`src/rtl/write_pulse_gen_if.sv`:
```
// Write-port bundle between board I/O and the register-file front end.
// The slave side is the pulse generator; the master side is the board (or bench).
interface write_pulse_gen_if #(
  parameter int unsigned ADR_W  = 3,
  parameter int unsigned DATA_W = 4
);
  logic              btn_raw;
  logic [ADR_W-1:0]  sw_adr;
  logic [DATA_W-1:0] sw_din;
  logic              auto_inc;
  logic [ADR_W-1:0]  W_Adr;
  logic [DATA_W-1:0] Din;
  logic              we_pulse;
  logic              busy;

  modport master (
    output btn_raw,
    output sw_adr,
    output sw_din,
    output auto_inc,
    input  W_Adr,
    input  Din,
    input  we_pulse,
    input  busy
  );

  modport slave (
    input  btn_raw,
    input  sw_adr,
    input  sw_din,
    input  auto_inc,
    output W_Adr,
    output Din,
    output we_pulse,
    output busy
  );
endinterface

```
`src/rtl/write_pulse_gen.sv`:
```
// Button-driven write strobe generator: synchronise, debounce, edge-detect, and
// capture address/data for a single-cycle register-file write.
module write_pulse_gen #(
  parameter int unsigned DEBOUNCE_CYCLES = 16,
  parameter int unsigned ADR_W           = 3,
  parameter int unsigned DATA_W          = 4
) (
  input logic                clk,
  input logic                reset,
  write_pulse_gen_if.slave   bus
);

  localparam int unsigned CntW = (DEBOUNCE_CYCLES > 2) ? $clog2(DEBOUNCE_CYCLES) : 1;
  localparam logic [CntW-1:0] CntMax = CntW'(DEBOUNCE_CYCLES - 1);

  typedef enum logic [1:0] {StIdle, StPulse, StHold} state_e;

  state_e            state_q, state_d;
  logic [1:0]        sync_q;
  logic              btn_sync;
  logic              btn_clean_q, btn_clean_d;
  logic [CntW-1:0]   cnt_q, cnt_d;
  logic [ADR_W-1:0]  adr_cnt_q, adr_cnt_d;
  logic [ADR_W-1:0]  w_adr_q, w_adr_d;
  logic [DATA_W-1:0] din_q, din_d;
  logic              we_q, we_d;

  assign btn_sync = sync_q[1];

  always_comb begin
    state_d     = state_q;
    btn_clean_d = btn_clean_q;
    cnt_d       = cnt_q;
    adr_cnt_d   = adr_cnt_q;
    w_adr_d     = w_adr_q;
    din_d       = din_q;
    we_d        = 1'b0;

    // A new level is accepted only after it has been seen for DEBOUNCE_CYCLES edges.
    if (btn_sync == btn_clean_q) begin
      cnt_d = '0;
    end else if (cnt_q == CntMax) begin
      btn_clean_d = btn_sync;
      cnt_d       = '0;
    end else begin
      cnt_d = cnt_q + CntW'(1);
    end

    unique case (state_q)
      StIdle: begin
        if (btn_clean_q) begin
          state_d = StPulse;
          we_d    = 1'b1;
          din_d   = bus.sw_din;
          if (bus.auto_inc) begin
            w_adr_d   = adr_cnt_q;
            adr_cnt_d = adr_cnt_q + ADR_W'(1);
          end else begin
            w_adr_d = bus.sw_adr;
          end
        end
      end
      StPulse: state_d = StHold;
      StHold: begin
        if (!btn_clean_q) state_d = StIdle;
      end
      default: state_d = StIdle;
    endcase
  end

  always_ff @(posedge clk) begin
    if (reset) begin
      state_q     <= StIdle;
      sync_q      <= '0;
      btn_clean_q <= 1'b0;
      cnt_q       <= '0;
      adr_cnt_q   <= '0;
      w_adr_q     <= '0;
      din_q       <= '0;
      we_q        <= 1'b0;
    end else begin
      state_q     <= state_d;
      sync_q      <= {sync_q[0], bus.btn_raw};
      btn_clean_q <= btn_clean_d;
      cnt_q       <= cnt_d;
      adr_cnt_q   <= adr_cnt_d;
      w_adr_q     <= w_adr_d;
      din_q       <= din_d;
      we_q        <= we_d;
    end
  end

  assign bus.W_Adr    = w_adr_q;
  assign bus.Din      = din_q;
  assign bus.we_pulse = we_q;
  assign bus.busy     = (state_q == StPulse) || (state_q == StHold);

endmodule

```
`src/flat_wrapper.sv`:
```
// flat-port wrapper written by rule: the top's interface ports become plain ports
module write_pulse_gen_flat 
#(
  parameter int unsigned DEBOUNCE_CYCLES = 16,
  parameter int unsigned ADR_W           = 3,
  parameter int unsigned DATA_W          = 4
)
  (clk, reset, bus_btn_raw, bus_sw_adr, bus_sw_din, bus_auto_inc, bus_W_Adr, bus_Din, bus_we_pulse, bus_busy);
  write_pulse_gen_if #(.ADR_W(ADR_W), .DATA_W(DATA_W)) bus_i ();
  input logic clk;
  input logic reset;
  input wire logic [$bits(bus_i.btn_raw)-1:0] bus_btn_raw;
  input wire logic [$bits(bus_i.sw_adr)-1:0] bus_sw_adr;
  input wire logic [$bits(bus_i.sw_din)-1:0] bus_sw_din;
  input wire logic [$bits(bus_i.auto_inc)-1:0] bus_auto_inc;
  output wire logic [$bits(bus_i.W_Adr)-1:0] bus_W_Adr;
  output wire logic [$bits(bus_i.Din)-1:0] bus_Din;
  output wire logic [$bits(bus_i.we_pulse)-1:0] bus_we_pulse;
  output wire logic [$bits(bus_i.busy)-1:0] bus_busy;
  assign bus_i.btn_raw = bus_btn_raw;
  assign bus_i.sw_adr = bus_sw_adr;
  assign bus_i.sw_din = bus_sw_din;
  assign bus_i.auto_inc = bus_auto_inc;
  assign bus_W_Adr = bus_i.W_Adr;
  assign bus_Din = bus_i.Din;
  assign bus_we_pulse = bus_i.we_pulse;
  assign bus_busy = bus_i.busy;
  write_pulse_gen #(.DEBOUNCE_CYCLES(DEBOUNCE_CYCLES), .ADR_W(ADR_W), .DATA_W(DATA_W)) u_core (.clk(clk), .reset(reset), .bus(bus_i));
endmodule
```
`config.mk`:
```
export PLATFORM = sky130hd
export DESIGN_NAME = write_pulse_gen_flat
export DESIGN_NICKNAME = d
export VERILOG_FILES = /design/src/rtl/write_pulse_gen_if.sv /design/src/rtl/write_pulse_gen.sv /design/src/flat_wrapper.sv
export SDC_FILE = /design/constraint.sdc
export NUM_CORES = 1
export LEC_CHECK = 0
export CAP_MARGIN = 20
export CORE_UTILIZATION = 47
export DETAILED_ROUTE_END_ITERATION = 12
export GPL_TIMING_DRIVEN = 0
export PLACE_DENSITY = 0.76
export REMOVE_ABC_BUFFERS = 1
export SETUP_SLACK_MARGIN = 0.02
export SKIP_CTS_REPAIR_TIMING = 1
export SYNTH_ARGS = -nofsm -noshare
export SYNTH_HDL_FRONTEND = slang
export SYNTH_SLANG_ARGS = --single-unit
```
`constraint.sdc`:
```
create_clock -name clk -period 1.7 [get_ports clk]
set_input_delay 0.255 -clock clk [delete_from_list [all_inputs] [get_ports clk]]
set_output_delay 0.255 -clock clk [all_outputs]
set_load 0.05 [all_outputs]
```
==> impl_metrics.json, run 1 <==
{
  "syn_inst": 86,
  "start_kind": "register",
  "end_kind": "output pin",
  "synth_top_family_by_area": "simple AND/OR/NAND/NOR gates",
  "synth_edf_count": 0,
  "synth-adder-area-share": 0.09105,
  "synth-seq-area-share": 0.4856,
  "rsz0062_at_grt": "false",
  "synth_area_leaders": "dfxtp_1, ha_1, mux2i_1",
  "clock_latency_ns": 0.30,
  "synth_seq_cells": 20,
  "skew_ns": 0.003292,
  "min_delay_worst_endpoint": "u_core.cnt_q[0]",
  "grt_pass1_wl_um": 2311,
  "drv_slew": 0,
  "hold_viol": 0,
  "antennaDiodeCount": 0,
  "avgViaCountPerCell": 5.050,
  "grt_pass1_vias": 560,
  "fillCellCount": 138,
  "track_usage": 0.1674,
  "ir_drop_mv": 0.5838,
  "yosysTopAreaCellShare": 0.4856,
  "vias": 606,
  "comb_power_share": 0.175,
  "die_w_um": 43.89,
  "clock_sink_count": 20,
  "grt_start_max_net_pins": 18,
  "critPathKind": "register to output pin",
  "seqPwrFrac": 0.534,
  "grt-ovfl-total": 0,
  "max_slew_margin": 0.5951,
  "ctsHtreeMaxLevel": 1,
  "design_area_um2": 1054,
  "p_int_uw": 678.1,
  "globalplace.congestion": 0.6879,
  "async_flop_share": 0,
  "synth_common_cells": "dfxtp_1, nor2_1, nand2_1",
  "p_leak_nw": 0.5367,
  "synth_top_cell_by_area": "dfxtp_1",
  "area_growth_pct": 27.77,
  "port_buffers": 19,
  "hold_ws_ns": 0.4530,
  "ys_types": 20,
  "cts_made_buffers": 3,
  "detail-route-antenna-nets": 0,
  "clk_pin_slew_ns": 0.10,
  "synth_area_um2": 824.5,
  "clk_path_buf_depth": 2,
  "status": "finished, final reports clean",
  "drc": 0,
  "drtIter0Drc": 4,
  "arrival_ns": 1.30,
  "wl_per_cell_um": 11.13,
  "reg2reg_to": "u_core.bus.W_Adr[0]",
  "rows": 14,
  "r2r_cells": 5,
  "fin_crit_sh": 0.9174,
  "fin_setup_tns_ns": 0,
  "tightest_slew_ns": 0.6054,
  "antenna_found_initial": 0,
  "setup_viol": 0,
  "whs_path_depth": 1,
  "worstReg2RegStart": "u_core.state_q[0]",
  "ios": 20,
  "hp-class": "register to register",
  "max_freq_mhz": 641.2,
  "yosys.area_share.simple": 0.1745,
  "wl_um": 1335,
  "ys.flop_type": "dfxtp_1",
  "critPathRequiredTime_ns": 1.44,
  "first_pass_iters": 4,
  "drive_gt1_frac": 0.05769,
  "postPlaceCellArea_um2": 1002,
  "register_area_um2": 400.4,
  "report.power.total_uw": 919.4,
  "min_from": "u_core.cnt_q[0]",
  "yosys.area_share.xor_xnor": 0.05311,
  "cap_violations": 0,
  "cellPowerDensity_nw_per_um2": 872.7,
  "core-area_um2": 1577,
  "nets": 122,
  "clockPowerShare": 0.291,
  "synth_compound_area_frac": 0.05766,
  "finish.utilization": 0.6683,
  "cts_root_buf": "clkbuf_4",
  "yosysWarnings": 0,
  "yosysMostFrequentCell": "dfxtp_1",
  "dieArea_um2": 1926,
  "place_hpwl_um": 998.9,
  "p_sw_frac": 0.2625,
  "cts_tree": "yes",
  "layout_min_cycle_time_ns": 1.560,
  "p_switching_uw": 241.4,
  "synth_area_per_cell_um2": 9.588,
  "critPathMaxFanout": 3,
  "muxShareOfSynthArea": 0.08498,
  "start_util": 0.5230,
  "multiInputGateArea_um2": 380.4,
  "r2r_slack_ns": 0.24,
  "die_h_um": 43.89
}
worst max-delay path by stage:
stage	startpoint	endpoint	cells past startpoint
2_1_floorplan	u_core.cnt_q[0]	u_core.cnt_q[2]	4
5_1_grt	u_core.state_q[0]	bus_busy	3
6_report	u_core.state_q[0]	bus_busy	3
3_5_place_dp	u_core.state_q[0]	bus_busy	3
4_1_cts	u_core.state_q[0]	bus_busy	3
3_3_place_gp	u_core.state_q[0]	bus_busy	3
state kept, by name, summed over array words and instances (netlist names):
signal	count
u_core.adr_cnt_q	3
u_core.btn_clean_q	1
u_core.bus.Din	4
u_core.bus.W_Adr	3
u_core.bus.we_pulse	1
u_core.cnt_q	4
u_core.state_q	2
u_core.sync_q	2
power groups by stage:
stage | sequential (mW) | clock [mW] | combinational, mW
after floorplan | 0.499 | 0 | 0.116
after global placement | 0.501 | 0 | 0.167
after detailed placement | 0.502 | 0 | 0.173
after CTS | 0.491 | 0.280 | 0.174
after global routing | 0.493 | 0.299 | 0.180
final | 0.491 | 0.267 | 0.161
critical path, stage by stage, from the launching register on:
cell,delay (ns)
dfxtp_1,0.37
inv_1,0.09
ha_1,0.29
clkbuf_2,0.27
area by class of cell:
type                    instances  share of cell area
multi-input cells              58              0.3610
flip-flops and latches         20              0.3800
clock buffers                   4             0.03444
inverters                       3             0.01069
well taps                      16             0.01900
repair buffers                 19              0.1948
per-layer routing:
layer  vias to the layer above  GRT usage  share of wire
met5                         -          0              0
met4                         0    0.05455         0.0082
met3                         2    0.07500          0.049
met2                        11     0.2716           0.49
met1                       274     0.1974           0.45
li1                        319          -              -
per-stage QoR:
| stage | instances | setup WS [ns] |
|---|---|---|
| after floorplan | 81 | 0.4652 |
| after global placement | 116 | -0.02510 |
| after detailed placement | 116 | -0.06186 |
| after CTS | 120 | -0.4122 |
| after global routing | 120 | 0.04992 |
| final | 120 | 0.1404 |
cells in the final DEF (no fill, tap or decap), types with 5 or more instances in the layout:
cell             instances
clkdlybuf4s50_1         10
dfxtp_1                 20
nor2_1                  13
mux2i_1                  7
dlymetal6s2s_1           8
ha_1                     6
nand2_1                 10
a21oi_1                  5
cells by family after synthesis:
logic type	after synthesis
AND/OR/NAND/NOR	32
buffers and inverters	8
AO/OA/AOI/OAI	8
multiplexers	7
flip-flops	20
XOR/XNOR	5
adder cells (fa/ha/maj)	6
No activity file was read; power rests on OpenSTA's default activity.
==> inputs of run 2 (changes only) <==
Settings changed: SLEW_MARGIN set to 10.
==> results of run 2 <==
No change in the layout: final DEF, timing and power equal those of run 1.
